### config.mk
export PLATFORM = sky130hd
export DESIGN_NAME = fetch_unit
export DESIGN_NICKNAME = d
export VERILOG_FILES = /design/src/rtl/cpu_pkg.sv /design/src/rtl/fetch_hold_reg.sv /design/src/rtl/fetch_unit.sv
export SDC_FILE = /design/constraint.sdc
export NUM_CORES = 1
export LEC_CHECK = 0
export BUFFER_PORTS_ARGS = -buffer_cell sky130_fd_sc_hd__buf_4
export CAP_MARGIN = 20
export CELL_PAD_IN_SITES_DETAIL_PLACEMENT = 1
export CELL_PAD_IN_SITES_GLOBAL_PLACEMENT = 2
export CORE_MARGIN = 4
export CORE_UTILIZATION = 27
export CTS_CLUSTER_DIAMETER = 80
export DETAILED_ROUTE_END_ITERATION = 12
export PLACE_DENSITY_LB_ADDON = 0.1
export SYNTH_ARGS = -nofsm -noshare
export SYNTH_HDL_FRONTEND = slang
export SYNTH_SLANG_ARGS = --single-unit
### constraint.sdc
create_clock -name clk -period 1.8 [get_ports clk]
set_input_delay 0.18 -clock clk [delete_from_list [all_inputs] [get_ports clk]]
set_output_delay 0.18 -clock clk [all_outputs]
set_load 0.02 [all_outputs]
### src/rtl/cpu_pkg.sv
// Shared CPU constants: fetch address/instruction geometry and a NOP encoding.
package cpu_pkg;

   // Word-address width; must match the instruction memory address port.
   localparam int unsigned PC_W = 10;
   // Instruction width.
   localparam int unsigned INSTR_W = 32;
   // PC loaded on reset.
   localparam logic [PC_W-1:0] RESET_PC = '0;
   // No-op encoding, reserved for decode to inject into squashed slots.
   localparam logic [INSTR_W-1:0] NOP = '0;

endpackage

### src/rtl/fetch_hold_reg.sv
// One-entry skid buffer: captures the memory word on the first stall cycle and
// keeps presenting it until cleared, so the memory is free to re-read the PC.
module fetch_hold_reg
   import cpu_pkg::*;
#(
   parameter int unsigned DATA_W = INSTR_W
) (
   input  logic              clk,
   input  logic              rst,
   input  logic              capture,
   input  logic              clear,
   input  logic [DATA_W-1:0] data_in,
   output logic [DATA_W-1:0] data_out,
   output logic              sel
);

   logic [DATA_W-1:0] data_q;
   logic              sel_q;

   // Capture only once per stall; later stall cycles must not overwrite the word.
   always_ff @(posedge clk) begin
      if (rst) begin
         data_q <= '0;
         sel_q  <= 1'b0;
      end else if (clear) begin
         sel_q <= 1'b0;
      end else if (capture && !sel_q) begin
         data_q <= data_in;
         sel_q  <= 1'b1;
      end
   end

   assign data_out = data_q;
   assign sel      = sel_q;

endmodule

### src/rtl/fetch_unit.sv
// Instruction-fetch stage: owns the PC, tags memory words with their address,
// absorbs decode stalls through a hold register and squashes on redirect.
module fetch_unit
   import cpu_pkg::*;
#(
   parameter int unsigned      PC_W     = cpu_pkg::PC_W,
   parameter int unsigned      INSTR_W  = cpu_pkg::INSTR_W,
   parameter logic [PC_W-1:0]  RESET_PC = cpu_pkg::RESET_PC,
   parameter int unsigned      CNT_W    = 16
) (
   input  logic               clk,
   input  logic               rst,
   input  logic               stall,
   input  logic               redirect,
   input  logic [PC_W-1:0]    redirect_pc,
   output logic [PC_W-1:0]    pc,
   input  logic [INSTR_W-1:0] ins_in,
   output logic [INSTR_W-1:0] id_instr,
   output logic [PC_W-1:0]    id_pc,
   output logic [PC_W-1:0]    id_pc_next,
   output logic               id_valid,
   output logic [CNT_W-1:0]   fetch_count
);

   logic [PC_W-1:0]    pc_reg;
   logic [PC_W-1:0]    id_pc_reg;
   logic               id_valid_reg;
   logic [CNT_W-1:0]   cnt;
   logic [INSTR_W-1:0] hold_data;
   logic               hold_sel;
   logic               hold_capture;
   logic               hold_clear;
   logic               delivered;

   // Redirect beats stall; any non-stall edge releases the held word.
   assign hold_capture = stall && !redirect;
   assign hold_clear   = redirect || !stall;
   assign delivered    = id_valid_reg && !stall && !redirect;

   fetch_hold_reg #(
      .DATA_W (INSTR_W)
   ) u_hold (
      .clk      (clk),
      .rst      (rst),
      .capture  (hold_capture),
      .clear    (hold_clear),
      .data_in  (ins_in),
      .data_out (hold_data),
      .sel      (hold_sel)
   );

   // PC and ID tag: redirect squashes, stall freezes, otherwise advance one word.
   always_ff @(posedge clk) begin
      if (rst) begin
         pc_reg       <= RESET_PC;
         id_pc_reg    <= '0;
         id_valid_reg <= 1'b0;
      end else if (redirect) begin
         pc_reg       <= redirect_pc;
         id_valid_reg <= 1'b0;
      end else if (!stall) begin
         id_pc_reg    <= pc_reg;
         id_valid_reg <= 1'b1;
         pc_reg       <= pc_reg + 1'b1;
      end
   end

   // Saturating count of instructions actually accepted by decode.
   always_ff @(posedge clk) begin
      if (rst) begin
         cnt <= '0;
      end else if (delivered && (cnt != {CNT_W{1'b1}})) begin
         cnt <= cnt + 1'b1;
      end
   end

   // Bubbles read as zero; during a stall the held copy replaces the live word.
   always_comb begin
      id_instr = '0;
      if (id_valid_reg) begin
         id_instr = hold_sel ? hold_data : ins_in;
      end
   end

   assign pc          = pc_reg;
   assign id_pc       = id_pc_reg;
   assign id_pc_next  = id_pc_reg + 1'b1;
   assign id_valid    = id_valid_reg;
   assign fetch_count = cnt;

endmodule

---- After elaboration in Yosys (flattened, before gate mapping) ----
Cells that the tools add are included.
W data, S select, Z words.
word-level totals
  output and inout port bits .............. 79
  logic and storage cells ................. 31
  input bits .............................. 46
  register bits after elaboration ......... 70
cells by class
  muxes and demuxes ....................... 4
  reductions and logical operators ........ 13
  add/sub/neg operators ................... 3
  eq/ne operators ......................... 2
  bitwise gates (word level) .............. 3
operator list
  kind                     count
  $mux W32                 2
  $add A10 B1 Y10 const B  2
  $mux W10                 2
  $add A16 B1 Y16 const B  1
  $ne A16 B16 Y1 const B   1
  $logic_and A1 B1 Y1      5
  $reduce_and A2 Y1        2
  $reduce_or A2 Y1         2
  $logic_not A1 Y1         3
  $not A1 Y1               3
  $ne A2 B1 Y1 const B     1
  $logic_or A1 B1 Y1       1

---- Depth between registers and ports, before layout ----
Gate-level depths: netlist of run 1.
  word-level depth ........................ 4
  gate-level depth with buffers ........... 7

---- By module ----
Synthesis of run 1 repeated with hierarchy kept, for this count alone.
second synthesis, totals
  cell total of the unflattened synthesis .. 443
  area, all modules ....................... 3878.7 sq um
by module, submodules not included
  module          instances  area each (sq um)  cells an instance  sequential area each (sq um)
  fetch_unit      1          2377.3             300                740.7
  fetch_hold_reg  1          1501.4             143                660.6

---- Least setup slack after synthesis of run 1 ----
OpenSTA, ideal clock, no wires.
  kind .................................... flip-flop to flip-flop
  start ................................... register cnt[0], in the netlist fetch_count[0]
  end ..................................... register cnt[1], in the netlist fetch_count[1]
  slack ................................... -0.073 ns
  setup time .............................. 0.128 ns
  data arrival time ....................... 1.745 ns
  cell stages (with the launch flop) ...... 8
  cell sequence ........................... dfxtp_1 > ha_1 > nand4_1 > o41ai_2 > buf_6 > buf_4 > mux2i_1 > nor2_1
on the way
  word-level cells in the longest chain between the ends .. 2
  elaborated cells between the ends (all ways) .. 3
RTL lines
  element                                                  RTL line          text
  start: declaration                                       fetch_unit.sv:28  logic [CNT_W-1:0] cnt;
  start signal: assignment                                 fetch_unit.sv:73  cnt <= cnt + 1'b1;
  branches (longest 2 deep; another with $add A16 B1 Y16)  -
Parallel ways; which one is timed is not known.
A chain may end at the register's enable or synchronous reset.

---- Worst setup path after layout of run 1 ----
  start ................................... register cnt[0], in the netlist fetch_count[0]
  end ..................................... register cnt[15], in the netlist fetch_count[15]
Same word-level chain as after synthesis.

==> results.txt, run 1 <==
The flow ran to the end, and the final reports show no timing, DRC or antenna violations. STA classifies the critical path endpoint as a register. After synthesis the netlist holds a flip-flop and latch count of 70. For the number of placement rows, the log shows 41.

The logs give 1410 um2 for the total area of sequential cells and 3450 um2 for the summed instance area of the synthesized netlist. The tools report the type of element launching the critical path as a register. The worst IR drop on VDD was 0.312 mV; the global-route wire length before repair was 17900 um. At the worst endpoint, the arrival time is 1940 ps.

STA puts the critical path data required time at 2030 ps. The tools report the wire length after detailed routing as 11100 um. The relative area change from synthesis to final layout was 46.2%. Slack of the worst reg-to-reg path: 80 ps. The cell family contributing the most delay on the critical path is compound AO/OA/AOI/OAI gates. The largest single stage delay on the critical path is 370 ps. The signal on the critical path passes through ha_2 > nand4_1 > o41ai_2 > buf_4 > nor4_1 > mux2_2. The initial standard-cell utilization of the core is 27.4%. The count of nets left with antenna violations once routing finished came out at 0. The tools report the count of vias placed by the detailed router as 3529. The fill cell total of the finished layout is 1524, and the max-slew headroom at the worst pin is 73.4%. The library cells used most frequently in the layout, excluding fill and tap cells, are sky130_fd_sc_hd__buf_4, sky130_fd_sc_hd__nand2_1, sky130_fd_sc_hd__dfxtp_1. The number of pins with negative max-slew slack in the final report was 0. The measured slew at the worst slew-check pin was 396 ps; the hold violation total from the final report was 0.

In this run, CTS created clock tree buffers numbering 9. TritonCTS built the clock tree. After synthesis, flip-flops and latches occupy 40.7% of the total area. On the critical path, the stage with the largest delay is an instance of sky130_fd_sc_hd__o41ai_2. The net count after synthesis is 487. The clock transition time at the flip-flop clock pins of the worst setup and hold paths is 60 ps, and the total clock sinks is 70. The number of hold buffers added after CTS was 0. Global routing consumed, over all layers together, 15.5% of the routing resources.

Derived from the worst setup path, the maximum achievable clock frequency is 0.582 GHz. The tools report the maximum root-to-sink buffer count as 2. By startpoint and endpoint, the worst setup path is classified as reg2reg.

After the last flow step, the layout net total stands at 620. Post-synthesis instance total: 438. The total setup violations reported at the end of the flow came out at 0.

The post-detailed-route via-to-cell ratio works out to 4.72. The source of the worst register-to-register timing path is fetch_count[0]$_SDFFE_PP0P_. The worst path needs 1720 ps of the cycle, external delays included.

Max-cap violations in this run came to 0. The tools report the source of the critical timing path as fetch_count[0]$_SDFFE_PP0P_. In the post-synthesis netlist, the biggest area contributors are sky130_fd_sc_hd__dfxtp_1, sky130_fd_sc_hd__nand2_1, sky130_fd_sc_hd__mux2i_1.

The end point of the critical path is fetch_count[15]$_SDFFE_PP0P_. For this run, the share of the core covered by cells in the final layout is 40.1%. Across all hold checks on the routed design, the worst slack comes to 91.2 ps.

The number of flops mapped to enable cells by yosys was 0; the areal power density over the cells was 773 nW/um2. After synthesis, the share of flip-flops with an asynchronous set or reset is 0%. The number of antenna violations at the first check in global routing was 0; the average size of a mapped cell was 7.87 um2. Commonest non-fill, non-tap cell in the layout: sky130_fd_sc_hd__buf_4. The CTS H-tree depth is 3. CTS placed an instance of sky130_fd_sc_hd__clkbuf_16 at the clock tree root. The number of different library cells used by synthesis comes to 38.

The top cell type by area accounts for 40.7% of the synthesized area. The total overflow left after global routing is 0. In this run the worst hold path is classified as in2reg. The leakage power figure was 2.00 nW. The pre-antenna-repair detailed-routing pass consisted of 4 iterations. After detailed routing, the number of remaining DRC violations is 0. The tools report the endpoint of the worst register-to-register path as fetch_count[15]$_SDFFE_PP0P_.

125 I/O pins were placed. 0 antenna diodes ended up in the layout. The run gives 0.748 as the global placer's final weighted congestion. The flip-flop count of the largest register after layout was 32. The largest total area in the synthesized netlist belongs to sky130_fd_sc_hd__dfxtp_1. The die footprint came out at 14600 um2. For the via count of the first global-routing pass, the log shows 3621. Yosys printed 0 warnings. In this run, the number of DRC markers left after iteration 0 of detailed routing was 141.

The logs give 1960 um2 for the area occupied by multi-input gates and 3.90 mW for the total power after layout. The mean routed wirelength per cell came out at 14.8 um. The final worst clock skew came out at 4.16 ps. The die span in y works out to 121 um. The logs give 7890 um for the placed wire-length estimate and 0 ps for the sum of negative setup slack. Counting buffers and inverters, the worst setup path is 6 cells deep. Latest clock arrival within the worst-skew pair: 330 ps.

The number of cells on the worst reg-to-reg path was 6. Along the worst path, the maximum fanout reaches 12. Core area: 12600 um2. Among all flip-flop cells after synthesis, the most frequent one is sky130_fd_sc_hd__dfxtp_1.

Buffers placed on the I/O ports in this run total 124. Dividing the final minimum period by the clock period gives 95.4%. Die boundary width: 121 um. The layout cell share with drive strength beyond 1 is 31.8%. The count of buffer and inverter cells on the critical path is 1, and the largest net degree at the start of global routing is 35.
kinds of logic after synthesis:
family                     share of synthesized area [%]
xor gates and xnor gates                            4.07
and+or+nand+nor                                     26.2
buffers and inverters                               4.28
muxes                                               10.9
adders and majority gates                           1.09
AOI/OAI and AO/OA                                   12.8
DFF                                                 40.7
where the power goes:
part | internal, mW | total, mW | switching, mW
clock | 1.05 | 1.69 | 0.643
combinational | 0.252 | 0.553 | 0.302
sequential | 1.61 | 1.65 | 0.0417
total | 2.91 | 3.90 | 0.987
final cells by class:
| class | instances | area share [%] |
|---|---|---|
| inverters | 6 | 0.447 |
| clock buffers | 16 | 5.58 |
| well taps | 172 | 4.27 |
| repair buffers | 149 | 22.9 |
| multi-input cells | 335 | 38.8 |
| flip-flops and latches | 70 | 28.0 |
per-layer routing:
layer | track usage, % | share of wire [%] | vias up
met3 | 4.57 | 5.8 | 11
met2 | 25.3 | 48 | 81
met4 | 6.59 | 1.5 | 0
met5 | 0 | 0 | -
met1 | 19.0 | 44 | 1667
li1 | - | - | 1770
metrics by stage:
stage          instances  instance area (um2)  worst slack [ps]
4_1_cts              747                 4990              31.9
2_1_floorplan        438                 3450              38.3
6_report             748                 5040              83.0
3_5_place_dp         731                 4690             -11.4
3_3_place_gp         731                 4690              70.6
5_1_grt              748                 5040             -2.53
how the worst min path moves through the flow:
stage / start / end / slack (ps) / cells past startpoint
floorplan: ins_in[0] / u_hold.data_out[0]$_SDFFE_PP0P_ / 320 / 2
CTS: redirect_pc[1] / pc[1]$_SDFFE_PP0P_ / 80 / 3
global placement: redirect_pc[1] / pc[1]$_SDFFE_PP0P_ / 420 / 3
finish: redirect_pc[1] / pc[1]$_SDFFE_PP0P_ / 90 / 3
detailed placement: redirect_pc[1] / pc[1]$_SDFFE_PP0P_ / 430 / 3
global route: ins_in[3] / u_hold.data_out[3]$_SDFFE_PP0P_ / 90 / 3
repair_timing:
item	in CTS	in global routing
gates resized for setup	3	11
setup endpoints to repair	3	9
pin swaps	0	2
setup buffers	0	1
worst reg2reg max path, stage by stage (launching register included):
cell,delay [ps]
sky130_fd_sc_hd__dfxtp_2,330
sky130_fd_sc_hd__ha_2,200
sky130_fd_sc_hd__nand4_1,120
sky130_fd_sc_hd__o41ai_2,380
sky130_fd_sc_hd__buf_4,240
sky130_fd_sc_hd__nor4_1,70
sky130_fd_sc_hd__mux2_2,270
synth_stat cells (2+ instances only):
| library cell | instances |
|---|---|
| sky130_fd_sc_hd__a211oi_1 | 7 |
| sky130_fd_sc_hd__buf_2 | 4 |
| sky130_fd_sc_hd__nor2b_1 | 2 |
| sky130_fd_sc_hd__and3_1 | 5 |
| sky130_fd_sc_hd__nand4_1 | 5 |
| sky130_fd_sc_hd__or4_1 | 5 |
| sky130_fd_sc_hd__mux2_2 | 3 |
| sky130_fd_sc_hd__mux2i_1 | 34 |
| sky130_fd_sc_hd__a21oi_1 | 55 |
| sky130_fd_sc_hd__nor3_1 | 3 |
| sky130_fd_sc_hd__buf_6 | 2 |
| sky130_fd_sc_hd__clkbuf_1 | 19 |
| sky130_fd_sc_hd__nand4b_1 | 2 |
| sky130_fd_sc_hd__nor2_1 | 51 |
| sky130_fd_sc_hd__a311oi_1 | 2 |
| sky130_fd_sc_hd__or3_1 | 8 |
| sky130_fd_sc_hd__o21ai_0 | 7 |
| sky130_fd_sc_hd__o31ai_1 | 5 |
| sky130_fd_sc_hd__nor4_1 | 3 |
| sky130_fd_sc_hd__nand3_1 | 14 |
| sky130_fd_sc_hd__nand2_1 | 95 |
| sky130_fd_sc_hd__inv_1 | 5 |
| sky130_fd_sc_hd__xor2_1 | 4 |
| sky130_fd_sc_hd__dfxtp_1 | 70 |
| sky130_fd_sc_hd__nor3b_1 | 2 |
| sky130_fd_sc_hd__ha_1 | 3 |
| sky130_fd_sc_hd__xnor2_1 | 12 |
Note: power is estimated with default switching activity, not from simulation.
==> run 2, diff against run 1 <==
--- a/config.mk
+++ b/config.mk
@@ -5,12 +5,12 @@
 export SDC_FILE = /design/constraint.sdc
 export NUM_CORES = 1
 export LEC_CHECK = 0
-export BUFFER_PORTS_ARGS = -buffer_cell sky130_fd_sc_hd__buf_4
+export BUFFER_PORTS_ARGS = -buffer_cell sky130_fd_sc_hd__buf_2
 export CAP_MARGIN = 20
 export CELL_PAD_IN_SITES_DETAIL_PLACEMENT = 1
 export CELL_PAD_IN_SITES_GLOBAL_PLACEMENT = 2
 export CORE_MARGIN = 4
-export CORE_UTILIZATION = 27
+export CORE_UTILIZATION = 29
 export CTS_CLUSTER_DIAMETER = 80
 export DETAILED_ROUTE_END_ITERATION = 12
 export PLACE_DENSITY_LB_ADDON = 0.1
==> constraint.sdc (replaced) <==
create_clock -name clk -period 2.17 [get_ports clk]
set_input_delay 0.217 -clock clk [delete_from_list [all_inputs] [get_ports clk]]
set_output_delay 0.217 -clock clk [all_outputs]
set_load 0.02 [all_outputs]
==> run 2 against run 1 <==
Compared with the run above:
- total power shrank 20%
- via count is 0.48% lower
- global-route usage is 0.34 points higher
==> results.txt, run 2 (synthesized netlist as in run 1, its figures left out) <==
The cts-stage hold buffer count was 0 (unchanged). The run gives 18.9% (-0.10 points) as the routing usage on met1. Post-detailed-route via-to-cell ratio: 4.97 (+5.3%).

Setup repair after global routing left no endpoint under its margin. The total power after layout was 3.12 mW (-20%). The run gives 1.89 nW (-5.8%) as the leakage power figure. In this run the most used layer during global routing was met2. Total clock sinks: 70 (unchanged). The logs give 0.744 (-0.48%) for the global placer's final weighted congestion and 10600 um (-4.7%) for the wire length after detailed routing. The CTS H-tree depth was 3 (unchanged).

TritonCTS built the clock tree. Type of element launching the critical path: a register. Sort of element at the end of the critical path: an output port. The final worst clock skew was 3.65 ps (-0.509 ps). The sum of negative setup slack came out at 0 ps (unchanged).

For the total routing resource utilization after global routing, the log shows 15.8% (+0.34 points). The biggest fanout along the worst timing path is 5 (-7), and the count of cells resized by post-cts repair is 0 (-3). The initial standard-cell utilization of the core was 29.9% (+2.5 points).

The number of pins with negative max-slew slack in the final report came out at 0 (unchanged). In this run the worst setup path begins at id_pc[3]$_SDFFE_PP0P_. The die span in y is 117 um (-3.3%), and the die boundary width is 117 um (-3.3%).

Global-route wire length before repair: 17200 um (-4.3%). The max-slew headroom at the worst pin was 55.5% (-18 points); the clock transition time at the flip-flop clock pins of the worst setup and hold paths was 50 ps (about the same). In this run the critical register-to-register path is launched from fetch_count[0]$_SDFFE_PP0P_. The areal power density over the cells was 692 nW/um2 (-10%). The path category of the worst min-delay check is in2reg. The number of port buffers came out at 124 (unchanged).

The startpoint identified for the worst hold timing path is ins_in[24]. The placed wire-length estimate is 7560 um (-4.2%). The buffer type at the clock tree root was sky130_fd_sc_hd__clkbuf_16. The final worst-path cycle share came out at 86.8%. The number of buffers inserted during clock tree synthesis is 9 (unchanged), and the measured slew at the worst slew-check pin is 666 ps (+270 ps). The commonest non-fill, non-tap cell in the layout was sky130_fd_sc_hd__buf_2. Residual overflow from global routing: 0 (unchanged).

The met2 layer usage reported by global route was 27.4% (+2.2 points). The relative area change from synthesis to final layout was 30.6%; the DRC marker count from the first detailed-route iteration was 122 (-13%). The mean routed wirelength per cell is 14.9 um (+0.81%). For the number of maximum-capacitance violations, the log shows 0 (unchanged). The run gives 3593 (-0.77%) as the via count of the first global-routing pass. The latest clock arrival within the worst-skew pair was 330 ps (about the same). The run gives 0.288 mV (-7.6%) as the worst IR drop on VDD. The tools report the count of vias placed by the detailed router as 3512 (-0.48%).

Based on the critical path, the design can be clocked at up to 0.531 GHz. The core area came out at 11500 um2 (-8.4%). Leaving out fill and tap cells, the most frequent cells in the layout are sky130_fd_sc_hd__buf_2, sky130_fd_sc_hd__nand2_1, sky130_fd_sc_hd__dfxtp_1. The met3 layer usage reported by global route was 3.80% (-0.76 points); the flip-flop count of the largest register after layout was 32 (unchanged).

The arrival time of the worst setup path is 1670 ps (-270 ps). The run gives 2 (unchanged) as the maximum root-to-sink buffer count. The die footprint was 13700 um2 (-6.4%); the final critical delay including setup and external delays was 1880 ps. The antenna diode count came out at 0 (unchanged).

The total setup violations reported at the end of the flow came out at 0 (unchanged). The layout cell share with drive strength beyond 1 is 28.0% (-3.8 points), and the number of buffers inserted to repair setup after CTS is 0 (unchanged). The hold violation total from the final report is 0 (unchanged), and the number of nets with antenna violations after routing is 0 (unchanged). The remaining routing DRC violations was 0 (unchanged); the detailed-routing iteration count for the pre-antenna-repair pass was 4 (unchanged).

Largest net degree at the start of global routing: 36 (+2.9%). The critical path is of the reg2out type. For the number of top-level pins, the log shows 125 (unchanged).

Number of antenna violations at the first check in global routing: 0 (unchanged). The run finished with clean final reports. The data required time of the worst path is 1950 ps (-80 ps). The number of nets in the final layout is 609 (-1.8%). The number of placement rows was 39 (-4.9%).
## run 2: power breakdown
group | internal (mW) | switching (mW) | leakage [nW]
clock | 0.829 | 0.528 | 0.133
sequential | 1.33 | 0.0429 | 0.571
combinational | 0.148 | 0.234 | 1.18
## run 2: worst paths after layout
path	cells past startpoint	end	slack, ps
max	5	id_pc_next[9]	290
min	3	u_hold.data_out[24]$_SDFFE_PP0P_	130
min reg2reg	2	u_hold.data_out[28]$_SDFFE_PP0P_	450
max reg2reg	6	fetch_count[13]$_SDFFE_PP0P_	300
## run 2: critical path, cell delays in order (launching register included)
cell and delay (ps):
sky130_fd_sc_hd__dfxtp_1 430, sky130_fd_sc_hd__and3_1 240, sky130_fd_sc_hd__and3_1 220, sky130_fd_sc_hd__nand3_1 130
sky130_fd_sc_hd__xnor2_1 140, sky130_fd_sc_hd__buf_2 180
## run 2: routing by layer
layer	routed length (um)	share of wire, %
met5	0	0
met3	614	5.8
met4	178	1.7
met2	5130	49
met1	4640	44
## run 2: through the flow
step                area [um2]  util (%)  std cells  hold WS, ps  setup WS, ps
floorplan                 3450         -        438          353           297
detailed placement        4230      36.8        692          449           308
global route              4500      39.1        707          133           108
finish                    4500      39.1        707          132           286
CTS                       4500      39.1        707          119           251
global placement          4230      36.8        692          441           393
## run 2: final cells by class
type	instances	area, um2
fill	1431	7010
tap	143	179
inverter	6	22.5
multi-input combinational	335	1900
clock inverter	1	5.00
timing repair buffer	138	726
clock buffer	14	264
sequential	70	1400
